`config.mk`:
```
export PLATFORM = sky130hd
export DESIGN_NAME = mem_access_unit
export DESIGN_NICKNAME = d
export VERILOG_FILES = /design/src/rtl/mem_access_unit.sv
export SDC_FILE = /design/constraint.sdc
export NUM_CORES = 1
export LEC_CHECK = 0
export BUFFER_PORTS_ARGS = -buffer_cell sky130_fd_sc_hd__buf_2
export CAP_MARGIN = 15
export CORE_ASPECT_RATIO = 1.5
export CORE_MARGIN = 4
export CORE_UTILIZATION = 30
export CTS_CLUSTER_DIAMETER = 60
export DETAILED_ROUTE_END_ITERATION = 7
export PLACE_DENSITY = 0.68
export SYNTH_ARGS = -nofsm -noshare
export SYNTH_HDL_FRONTEND = slang
export SYNTH_SLANG_ARGS = --single-unit
```
`constraint.sdc`:
```
create_clock -name clk -period 3.3 [get_ports clk]
set_clock_uncertainty 0.05 [all_clocks]
set_input_delay 0.66 -clock clk [delete_from_list [all_inputs] [get_ports clk]]
set_output_delay 0.66 -clock clk [all_outputs]
set_load 0.01 [all_outputs]
```
`src/rtl/mem_access_unit.sv`:
```
// mem_access_unit: MEM-stage BRAM controller with load stall, lane extraction and writeback register
// Ports: clk, rst (sync, active-low); execute bundle req_valid/ram_*/rd_*_i in;
// stall_o to upstream; bram_* to a single-port BRAM with READ_LATENCY (1..3) read latency;
// wb_* registered writeback bundle. Optional MISALIGN_TRAP_EN adds misalign_o.
`ifndef MEM_ADDR_WIDTH
`define MEM_ADDR_WIDTH 10
`endif
module mem_access_unit #(
  parameter int ADDR_W = `MEM_ADDR_WIDTH,
  parameter int READ_LATENCY = 1
) (
  input  logic              clk,
  input  logic              rst,
  input  logic              req_valid,
  input  logic              ram_we,
  input  logic              ram_re,
  input  logic [ADDR_W-1:0] ram_wr_addr,
  input  logic [31:0]       ram_w_data,
  input  logic [3:0]        ram_wr_mask,
  input  logic              ram_r_sign_ext,
  input  logic              rd_we_i,
  input  logic [4:0]        rd_addr_i,
  input  logic [31:0]       rd_data_i,
  output logic              stall_o,
  output logic              bram_en,
  output logic [3:0]        bram_we,
  output logic [ADDR_W-1:0] bram_addr,
  output logic [31:0]       bram_wdata,
  input  logic [31:0]       bram_rdata,
  output logic              wb_valid,
  output logic              wb_rd_we,
  output logic [4:0]        wb_rd_addr,
  output logic [31:0]       wb_rd_data
`ifdef MISALIGN_TRAP_EN
  ,
  output logic              misalign_o
`endif
);
  typedef enum logic {IDLE, WAIT} state_t;
  state_t state, state_n;
  logic [1:0] cnt;
  logic [3:0] l_mask;
  logic l_sext, l_rd_we;
  logic [4:0] l_rd_addr;
  logic idle_req, is_st, is_ld, is_mis, ld_go, ld_done;
  logic [15:0] half;
  logic [7:0] byte_v;
  logic [31:0] ld_data;
  always_comb begin
    idle_req = state == IDLE && req_valid;
    is_st = idle_req && ram_we;
    is_ld = idle_req && ram_re && !ram_we;
`ifdef MISALIGN_TRAP_EN
    is_mis = (is_st || is_ld) && ram_wr_mask == 4'b0000;
`else
    is_mis = 1'b0;
`endif
    ld_go = is_ld && !is_mis;
    ld_done = state == WAIT && cnt == 2'(READ_LATENCY - 1);
    state_n = ld_go ? WAIT : ld_done ? IDLE : state;
    bram_en = (is_st || is_ld) && !is_mis;
    bram_we = is_st && !is_mis ? ram_wr_mask : 4'b0000;
    bram_addr = ram_wr_addr;
    bram_wdata = ram_w_data;
    stall_o = state == WAIT || ld_go;
  end
  // Lane 0 sits in the top byte of the BRAM word, so lane order is reversed to get little-endian values.
  always_comb begin
    half = l_mask == 4'b1100 ? {bram_rdata[23:16], bram_rdata[31:24]} : {bram_rdata[7:0], bram_rdata[15:8]};
    byte_v = l_mask[3] ? bram_rdata[31:24] : l_mask[2] ? bram_rdata[23:16] : l_mask[1] ? bram_rdata[15:8] : bram_rdata[7:0];
    ld_data = l_mask == 4'b1111 ? {bram_rdata[7:0], bram_rdata[15:8], bram_rdata[23:16], bram_rdata[31:24]}
            : (l_mask == 4'b1100 || l_mask == 4'b0011) ? {{16{l_sext & half[15]}}, half}
            : (l_mask == 4'b1000 || l_mask == 4'b0100 || l_mask == 4'b0010 || l_mask == 4'b0001)
              ? {{24{l_sext & byte_v[7]}}, byte_v} : 32'h0;
  end
  always_ff @(posedge clk) begin
    if (!rst) begin
      state <= IDLE;
      cnt <= 2'd0;
      wb_valid <= 1'b0;
      wb_rd_we <= 1'b0;
      wb_rd_addr <= 5'd0;
      wb_rd_data <= 32'h0;
    end else begin
      state <= state_n;
      cnt <= state == WAIT ? cnt + 2'd1 : 2'd0;
      wb_valid <= ld_done || (idle_req && !ld_go);
      if (ld_go) begin
        l_mask <= ram_wr_mask;
        l_sext <= ram_r_sign_ext;
        l_rd_we <= rd_we_i;
        l_rd_addr <= rd_addr_i;
      end
      if (ld_done) begin
        wb_rd_we <= l_rd_we;
        wb_rd_addr <= l_rd_addr;
        wb_rd_data <= ld_data;
      end else if (is_st || is_mis) begin
        wb_rd_we <= 1'b0;
      end else if (idle_req && !ram_re) begin
        wb_rd_we <= rd_we_i;
        wb_rd_addr <= rd_addr_i;
        wb_rd_data <= rd_data_i;
      end
    end
  end
`ifdef MISALIGN_TRAP_EN
  always_ff @(posedge clk) misalign_o <= rst && is_mis;
`endif
endmodule

```
==> impl_summary.log, run 1 <==
INFO  metric synth.yosys.seq_area_share = 33.1%
INFO  metric yosys.area_share.simple = 17.5%
INFO  metric dieHeight = 141 µm
INFO  metric path_max_fanout = 18
INFO  metric globalRouteOverflowTotal = 0
INFO  metric initial_utilization = 30.7%
INFO  metric postSynth.asyncResetShare = 0%
INFO  metric drt_wl_total = approximately 13000 µm
INFO  metric gp_routability_congestion = 0.905
INFO  metric ant_nets = 0
INFO  metric synth_cell_type_count = 48
INFO  metric rrSetupSlack = 0.73 ns
INFO  metric vdd.ir_drop.worst = 197 µV
INFO  metric grt_max_degree = 39
INFO  metric critical_path_class = flip-flop to flip-flop
INFO  metric antenna_found_initial = 0
INFO  metric mostFrequentLayoutCells = sky130_fd_sc_hd__buf_2, sky130_fd_sc_hd__dfxtp_1, sky130_fd_sc_hd__nand2_1
INFO  metric post_synthesis_share_of_cell_area_spent_on_xor_and_xnor_gates = 0.248%
INFO  metric syn_to_final_growth = 15.3%
INFO  metric dominantRegCellSynth = sky130_fd_sc_hd__dfxtp_1
INFO  metric status = complete, no violations
INFO  metric fp-row-count = 48
INFO  metric clock_tree.htree_level_count = 2
INFO  metric power_density_of_the_placed_cells = around 370 mW/mm²
INFO  metric synth_register_bits = 53
INFO  metric syn_area_per_cell = about 9 µm²
INFO  metric seqCellArea = ~0.0012 mm²
INFO  metric cap_viol_max_count = 0
INFO  metric clock_sinks = 53
INFO  metric rsz0062_at_grt = false
INFO  metric maxClockFrequency = 389 MHz
INFO  metric synth_edf_count = 11
INFO  metric dr.pass1.iters = 4
INFO  metric fp.dieArea = about 0.014 mm²
INFO  metric grt_pass1_vias = 3415
INFO  metric tritoncts_clock_tree = done
INFO  metric setup.worst_path.start_class = flip-flop
INFO  metric pre_cts_setup_slack = 0.729 ns
INFO  metric mostFrequentLayoutCell = sky130_fd_sc_hd__buf_2
INFO  metric final.period_utilization = 77.9%
INFO  metric diodes = 0
INFO  metric finalNetCount = 577
INFO  metric finalHoldViolCount = 0
INFO  metric min_delay_path_depth = 1
INFO  metric timing.critical_path.arrival = ~2.7 ns
INFO  metric timing.final.max_slew_violations = 0
INFO  metric hold_path.class = flip-flop to flip-flop
INFO  metric routed-via-count = 3457
INFO  metric cts.hold.buffers_added = 0
INFO  metric p_leak = 1.63 nW
INFO  metric top_level_ports = about 210
INFO  metric worst_case_clock_buffer_depth = 2
INFO  metric post_synth_inst_count = a little under 400
INFO  metric finalSetupTns = 0 ns
INFO  metric postCtsResizedCells = 0
INFO  metric hold-worst-slack = 0.381 ns
INFO  metric layout.filler_cells = between 1000 and 1500
INFO  metric timing.critical_path.required = 3.40 ns
INFO  metric drive_gt1_share = 35.4%
INFO  metric syn_area = 0.00354 mm²
INFO  metric ys.warnings.count = 0
INFO  metric combinational_family_with_the_most_area_after_synthesis = compound AO/OA/AOI/OAI gates
INFO  metric cts-buffers-inserted = 5
INFO  metric core-area = 0.0115 mm²
INFO  metric syn_nets = 516
INFO  metric grt_usage = 18.3%
INFO  metric place_hpwl = 10000 µm
INFO  metric maxSlewHeadroom = a little over a quarter
INFO  metric postLayoutSetupSlackWorst = 0.729 ns
INFO  metric wl_per_cell = 21.3 µm
INFO  metric worstMarginPinSlew = 1.10 ns
INFO  metric worst_setup_hold_path_clk_slew = 0.07 ns
INFO  metric worstSetupEndpointType = flip-flop
INFO  metric reg2regPathDepth = 4
INFO  metric clock_latency = 0.30 ns
INFO  metric post-route-drc-count = 0
INFO  metric die_w = 96.7 µm
INFO  metric adder_cell_fraction_of_synth_area = less than 1%
INFO  metric clockRootBuffer = sky130_fd_sc_hd__clkbuf_16
INFO  metric post-cts-setup-buffers = 0
INFO  metric detail_route.vias_per_cell = 5.71
INFO  metric multiInputGateArea = 0.00185 mm²
INFO  metric dr.first_iter.drc_count = 169
INFO  metric buffer_ports.inserted = between 100 and 150
INFO  metric setup_violations = 0
INFO  metric period_minus_slack = 2.57 ns
INFO  metric synthMuxAreaShare = 0.283%
INFO  metric synth_compound_gate_area_share = 33.8%
INFO  metric grt_first_pass_wirelength = 19700 µm
-- logic make-up (layout without fill, tap and decap cells) --
| group | Yosys count | after routing |
|---|---|---|
| compound gates | 134 | 134 |
| xor+xnor | 1 | 1 |
| fa+ha+maj | 1 | 1 |
| buf+inv | 83 | 145 |
| flops | 53 | 53 |
| mux | 1 | 1 |
| simple gates | 120 | 120 |
-- sequential cells by signal, indices dropped and copies added (netlist names) --
register and cells:
l_mask 4, l_rd_we 1, wb_rd_we 1, state 1
l_rd_addr 5, wb_valid 1, wb_rd_data 32, cnt 2
l_sext 1, wb_rd_addr 5
-- worst max-delay path, cell delays in order, from the launching register on --
cell,delay (ns)
sky130_fd_sc_hd__edfxtp_1,0.66
sky130_fd_sc_hd__nand2b_1,0.47
sky130_fd_sc_hd__o221ai_4,0.33
sky130_fd_sc_hd__a311oi_4,0.75
sky130_fd_sc_hd__a221oi_2,0.16
-- where the power goes --
part           internal (W)  switching, W
registers          0.000690     0.0000180
clock network      0.000288      0.000267
logic              0.000108      0.000154
total               0.00109      0.000438
-- path summary, 6_finish.rpt --
| check | end | start |
|---|---|---|
| hold reg to reg | cnt[0]$_SDFF_PN0_ | cnt[0]$_SDFF_PN0_ |
| setup reg to reg | wb_rd_data[9]$_SDFFE_PN0P_ | l_mask[3]$_DFFE_PP_ |
| setup / recovery | wb_rd_data[9]$_SDFFE_PN0P_ | l_mask[3]$_DFFE_PP_ |
| hold / removal | cnt[0]$_SDFF_PN0_ | cnt[0]$_SDFF_PN0_ |
-- metal layers --
layer | track usage (%) | part of all wire (%) | wire [µm]
met5 | 0 | 0 | 0
met4 | 10.9 | 6.0 | 772
met3 | 3.47 | 7.9 | 1020
met2 | 32.1 | 50 | 6440
met1 | 20.4 | 36 | 4660
-- synth_stat cells (all sizes together) (14+ instances only) --
master | n | area, µm²
buf | 65 | 454
a2111oi | 16 | 140
dfxtp | 42 | 841
o2bb2ai | 16 | 140
a21oi | 22 | 110
nor2 | 29 | 119
clkbuf | 14 | 52.6
and2 | 17 | 106
nand2 | 41 | 154
a311o | 17 | 170
a221oi | 19 | 216
-- final cells by class --
cell class,count,area share (%)
Inverter,4,0.368
Timing Repair Buffer,133,17.4
Sequential cell,53,28.7
Tap cell,150,4.60
Multi-Input combinational cell,257,45.3
Clock buffer,5,3.07
Clock inverter,3,0.644
-- through the flow --
step	instances	total power (W)	cell area (µm²)	utilization [%]
6_report	605	0.00152	4080	35.4
5_1_grt	605	0.00159	4080	35.4
4_1_cts	604	0.00154	4050	35.1
3_5_place_dp	596	0.000986	3900	33.8
3_3_place_gp	596	0.000981	3900	33.8
2_1_floorplan	393	0.000906	3540	-
No activity file was read; power rests on OpenSTA's default activity.
==> run 2: changes to the inputs <==
Settings changed: ABC_AREA from default to 1, PLACE_DENSITY 0.68 to 0.71.
Clock period 3.3 ns to 2.2 ns, I/O delays scaled along.
==> run 2 against run 1 <==
Net effect:
- power is 53% higher
- synthesized cell count grew 22%
- setup slack worse by 0.39 ns
- clock power up 49%
- flip-flop and latch count stayed put
- hold slack worse by 0.11 ns
- sequential share of layout area rose by 0.52 points
- fmax up 38%
- first-iteration DRC count decreased by 1.8%
==> impl_summary.log, run 2 <==
INFO  metric power_density_of_the_placed_cells = 582 mW/mm² (was 374 mW/mm²)
INFO  metric routed-via-count = 3379 (was 3457)
INFO  metric finalSetupTns = 0 ns (unchanged)
INFO  metric critical_path_class = flip-flop to flip-flop (unchanged)
INFO  metric mostFrequentLayoutCells = sky130_fd_sc_hd__buf_2, sky130_fd_sc_hd__nand2_1, sky130_fd_sc_hd__a21oi_1 (was sky130_fd_sc_hd__buf_2, sky130_fd_sc_hd__dfxtp_1, sky130_fd_sc_hd__nand2_1)
INFO  metric wl_per_cell = 16.9 µm (was 21.3 µm)
INFO  metric place_hpwl = 9620 µm (was 10000 µm)
INFO  metric maxClockFrequency = 536 MHz (was 389 MHz)
INFO  metric antenna_found_initial = 0 (unchanged)
INFO  metric clock_latency = 0.30 ns (about the same)
INFO  metric final.period_utilization = 84.7% (was 77.9%)
INFO  metric detail_route.vias_per_cell = 4.80 (was 5.71)
INFO  metric yosys.area_share.simple = 28.1% (was 17.5%)
INFO  metric grt_max_degree = 40 (was 39)
INFO  metric combinational_family_with_the_most_area_after_synthesis = simple AND/OR/NAND/NOR gates (was compound AO/OA/AOI/OAI gates)
INFO  metric maxSlewHeadroom = 74.4% (was 27.0%)
INFO  metric largest_register_ff_count = 32 (unchanged)
INFO  metric synth_edf_count = 11 (unchanged)
INFO  metric post-cts-setup-buffers = 0 (unchanged)
INFO  metric cts.hold.buffers_added = 0 (unchanged)
INFO  metric cap_viol_max_count = 0 (unchanged)
INFO  metric post_synthesis_share_of_cell_area_spent_on_xor_and_xnor_gates = 0% (was 0.248%)
INFO  metric synthMuxAreaShare = 0% (was 0.283%)
INFO  metric global_route_met2_utilization = 31.7% (was 32.1%)
INFO  metric grt_pass1_vias = 3440 (was 3415)
INFO  metric grt_usage = 18.5% (was 18.3%)
INFO  metric globalRouteOverflowTotal = 0 (unchanged)
INFO  metric buffer_ports.inserted = 124 (unchanged)
INFO  metric clockRootBuffer = sky130_fd_sc_hd__clkbuf_16 (unchanged)
INFO  metric cts-buffers-inserted = 5 (unchanged)
INFO  metric use_met3 = 4.62% (was 3.47%)
INFO  metric syn_area_per_cell = 7.08 µm² (was 9.00 µm²)
INFO  metric synth.yosys.seq_area_share = 34.5% (was 33.1%)
INFO  metric core-area = 0.0111 mm² (was 0.0115 mm²)
INFO  metric top_level_ports = 209 (unchanged)
INFO  metric worst_case_clock_buffer_depth = 2 (unchanged)
INFO  metric largest_registers = wb_rd_data: 32 flops, l_rd_addr: 5 flops, wb_rd_addr: 5 flops (unchanged)
INFO  metric adder_cell_fraction_of_synth_area = 0.368% (was 0.354%)
INFO  metric ant_nets = 0 (unchanged)
INFO  metric post_synth_inst_count = 480 (was 393)
INFO  metric diodes = 0 (unchanged)
INFO  metric rsz0062_at_grt = false (unchanged)
INFO  metric synth_cell_type_count = 32 (was 48)
INFO  metric p_leak = 1.94 nW (was 1.63 nW)
INFO  metric met1_track_demand_over_resource_in_global_routing = 19.3% (was 20.4%)
INFO  metric timing.critical_path.arrival = 2.05 ns (was 2.67 ns)
INFO  metric fp.dieArea = 0.0131 mm² (was 0.0136 mm²)
INFO  metric grt_first_pass_wirelength = 18700 µm (was 19700 µm)
INFO  metric hold-worst-slack = 0.267 ns (was 0.381 ns)
INFO  metric path_max_fanout = 16 (was 18)
INFO  metric postCtsResizedCells = 0 (unchanged)
INFO  metric gp_routability_congestion = 0.937 (was 0.905)
INFO  metric largest_area_contributor_in_the_netlist = sky130_fd_sc_hd__dfxtp_1 (unchanged)
INFO  metric initial_utilization = 30.7% (about the same)
INFO  metric dr.first_iter.drc_count = 166 (was 169)
INFO  metric worstMarginPinSlew = 0.384 ns (was 1.10 ns)
INFO  metric tritoncts_clock_tree = done (unchanged)
INFO  metric finalNetCount = 679 (was 577)
INFO  metric vdd.ir_drop.worst = 418 µV (was 197 µV)
INFO  metric fp-row-count = 47 (was 48)
INFO  metric timing.final.max_slew_violations = 0 (unchanged)
INFO  metric worstSetupEndpointType = flip-flop (unchanged)
INFO  metric clock_sinks = 53 (unchanged)
INFO  metric synth.top_cells.by_count = sky130_fd_sc_hd__nand2_1, sky130_fd_sc_hd__a21oi_1, sky130_fd_sc_hd__buf_4 (was sky130_fd_sc_hd__buf_4, sky130_fd_sc_hd__dfxtp_1, sky130_fd_sc_hd__nand2_1)
INFO  metric die_w = 94.9 µm (was 96.7 µm)
INFO  metric timing.critical_path.required = 2.38 ns (was 3.40 ns)
INFO  metric grt.busiest_layer = met2 (unchanged)
INFO  metric syn_nets = 603 (was 516)
INFO  metric drive_gt1_share = 35.5% (was 35.4%)
INFO  metric synth_register_bits = 53 (unchanged)
INFO  metric syn_to_final_growth = 18.0% (was 15.3%)
INFO  metric dieHeight = 138 µm (was 141 µm)
INFO  metric finalHoldViolCount = 0 (unchanged)
INFO  metric period_minus_slack = 1.86 ns (was 2.57 ns)
INFO  metric mostFrequentLayoutCell = sky130_fd_sc_hd__buf_2 (unchanged)
INFO  metric postSynth.asyncResetShare = 0% (unchanged)
INFO  metric dominantRegCellSynth = sky130_fd_sc_hd__dfxtp_1 (unchanged)
INFO  metric yosys-top-cells-area = sky130_fd_sc_hd__dfxtp_1, sky130_fd_sc_hd__buf_4, sky130_fd_sc_hd__nand2_1 (was sky130_fd_sc_hd__dfxtp_1, sky130_fd_sc_hd__buf_4, sky130_fd_sc_hd__edfxtp_1)
INFO  metric setup_violations = 0 (unchanged)
INFO  metric synth_compound_gate_area_share = 20.1% (was 33.8%)
INFO  metric hold_path.class = primary input to flip-flop (was flip-flop to flip-flop)
INFO  metric worst_setup_hold_path_clk_slew = 0.07 ns (about the same)
INFO  metric setup.worst_path.start_class = flip-flop (unchanged)
INFO  metric drt_wl_total = 11900 µm (was 12900 µm)
INFO  metric layout.filler_cells = 1269 (was 1220)
INFO  metric yosys.area.top_type_share = 24.8% (was 23.8%)
INFO  metric registers.top_by_ff_count = wb_rd_data (unchanged)
INFO  metric clock_tree.htree_level_count = 2 (unchanged)
INFO  metric synthMostInstantiatedCell = sky130_fd_sc_hd__nand2_1 (was sky130_fd_sc_hd__buf_4)
INFO  metric post-route-drc-count = 0 (unchanged)
INFO  metric ys.warnings.count = 0 (unchanged)
INFO  metric status = complete, no violations (unchanged)
INFO  metric dr.pass1.iters = 4 (unchanged)
INFO  metric syn_area = 0.00340 mm² (was 0.00354 mm²)
==> run 2: cell count changes in the layout (fill, tap and decap cells not counted), sizes merged, moves of 8 or more <==
cell	before	now
o2bb2ai	16	0
nand3	2	47
or2	4	17
a221oi	19	0
a2111oi	16	0
a21oi	22	69
nand2	41	102
and2	17	0
inv	4	27
a31oi	0	8
a311o	17	0
o21ai	11	48
==> run 2: cell families after synthesis <==
| logic type | after synthesis |
|---|---|
| and+or+nand+nor | 201 |
| AOI/OAI and AO/OA | 128 |
| buffers and inverters | 97 |
| DFF | 53 |
| adders and majority gates | 1 |
==> run 2: cell type report <==
cell class	instances	area, µm²	area share [%]
Tap cell	147	184	4.59
Clock buffer	5	125	3.12
Multi-Input combinational cell	330	1650	41.2
Timing Repair Buffer	140	753	18.8
Clock inverter	3	26.3	0.656
Sequential cell	53	1170	29.2
Inverter	26	97.6	2.44
==> run 2: path summary, 6_finish.rpt <==
check,start,to,cells after the start,slack (ns)
hold reg to reg,cnt[0]$_SDFF_PN0_,cnt[0]$_SDFF_PN0_,1,0.37
hold / removal,ram_r_sign_ext,l_sext$_DFFE_PP_,1,0.27
setup reg to reg,l_mask[3]$_DFFE_PP_,wb_rd_data[29]$_SDFFE_PN0P_,9,0.34
setup / recovery,l_mask[3]$_DFFE_PP_,wb_rd_data[29]$_SDFFE_PN0P_,9,0.34
==> run 2: worst max-delay path, stage by stage (launching register included) <==
cell and delay (ns):
sky130_fd_sc_hd__edfxtp_1 0.56, sky130_fd_sc_hd__nand2_2 0.18, sky130_fd_sc_hd__inv_2 0.05, sky130_fd_sc_hd__nand2_2 0.21, sky130_fd_sc_hd__nand2_1 0.10, sky130_fd_sc_hd__nand2_2 0.11
sky130_fd_sc_hd__nand3_4 0.19, sky130_fd_sc_hd__nand3_1 0.17, sky130_fd_sc_hd__nand2_1 0.07, sky130_fd_sc_hd__a21oi_2 0.10
==> run 2: where the power goes <==
group | internal, W | total [W] | switching, W
registers | 0.00105 | 0.00108 | 0.0000294
logic | 0.000178 | 0.000425 | 0.000246
clock network | 0.000431 | 0.000828 | 0.000397
total | 0.00166 | 0.00233 | 0.000672
==> run 2: through the flow <==
step	cells	power, W	utilization, %	setup slack [ns]	cell area [µm²]
2_1_floorplan	480	0.00140	-	0.468	3400
3_3_place_gp	696	0.00153	34.9	0.359	3860
3_5_place_dp	696	0.00153	34.9	0.341	3860
4_1_cts	704	0.00236	36.2	0.326	4010
5_1_grt	704	0.00246	36.2	0.157	4010
6_report	704	0.00233	36.2	0.336	4010
==> run 2: metal layers <==
layer | vias to the layer above | share of wire [%]
li1 | 1705 | -
met1 | 1461 | 36
met2 | 138 | 48
met3 | 75 | 8.6
met4 | 0 | 7.5
met5 | - | 0
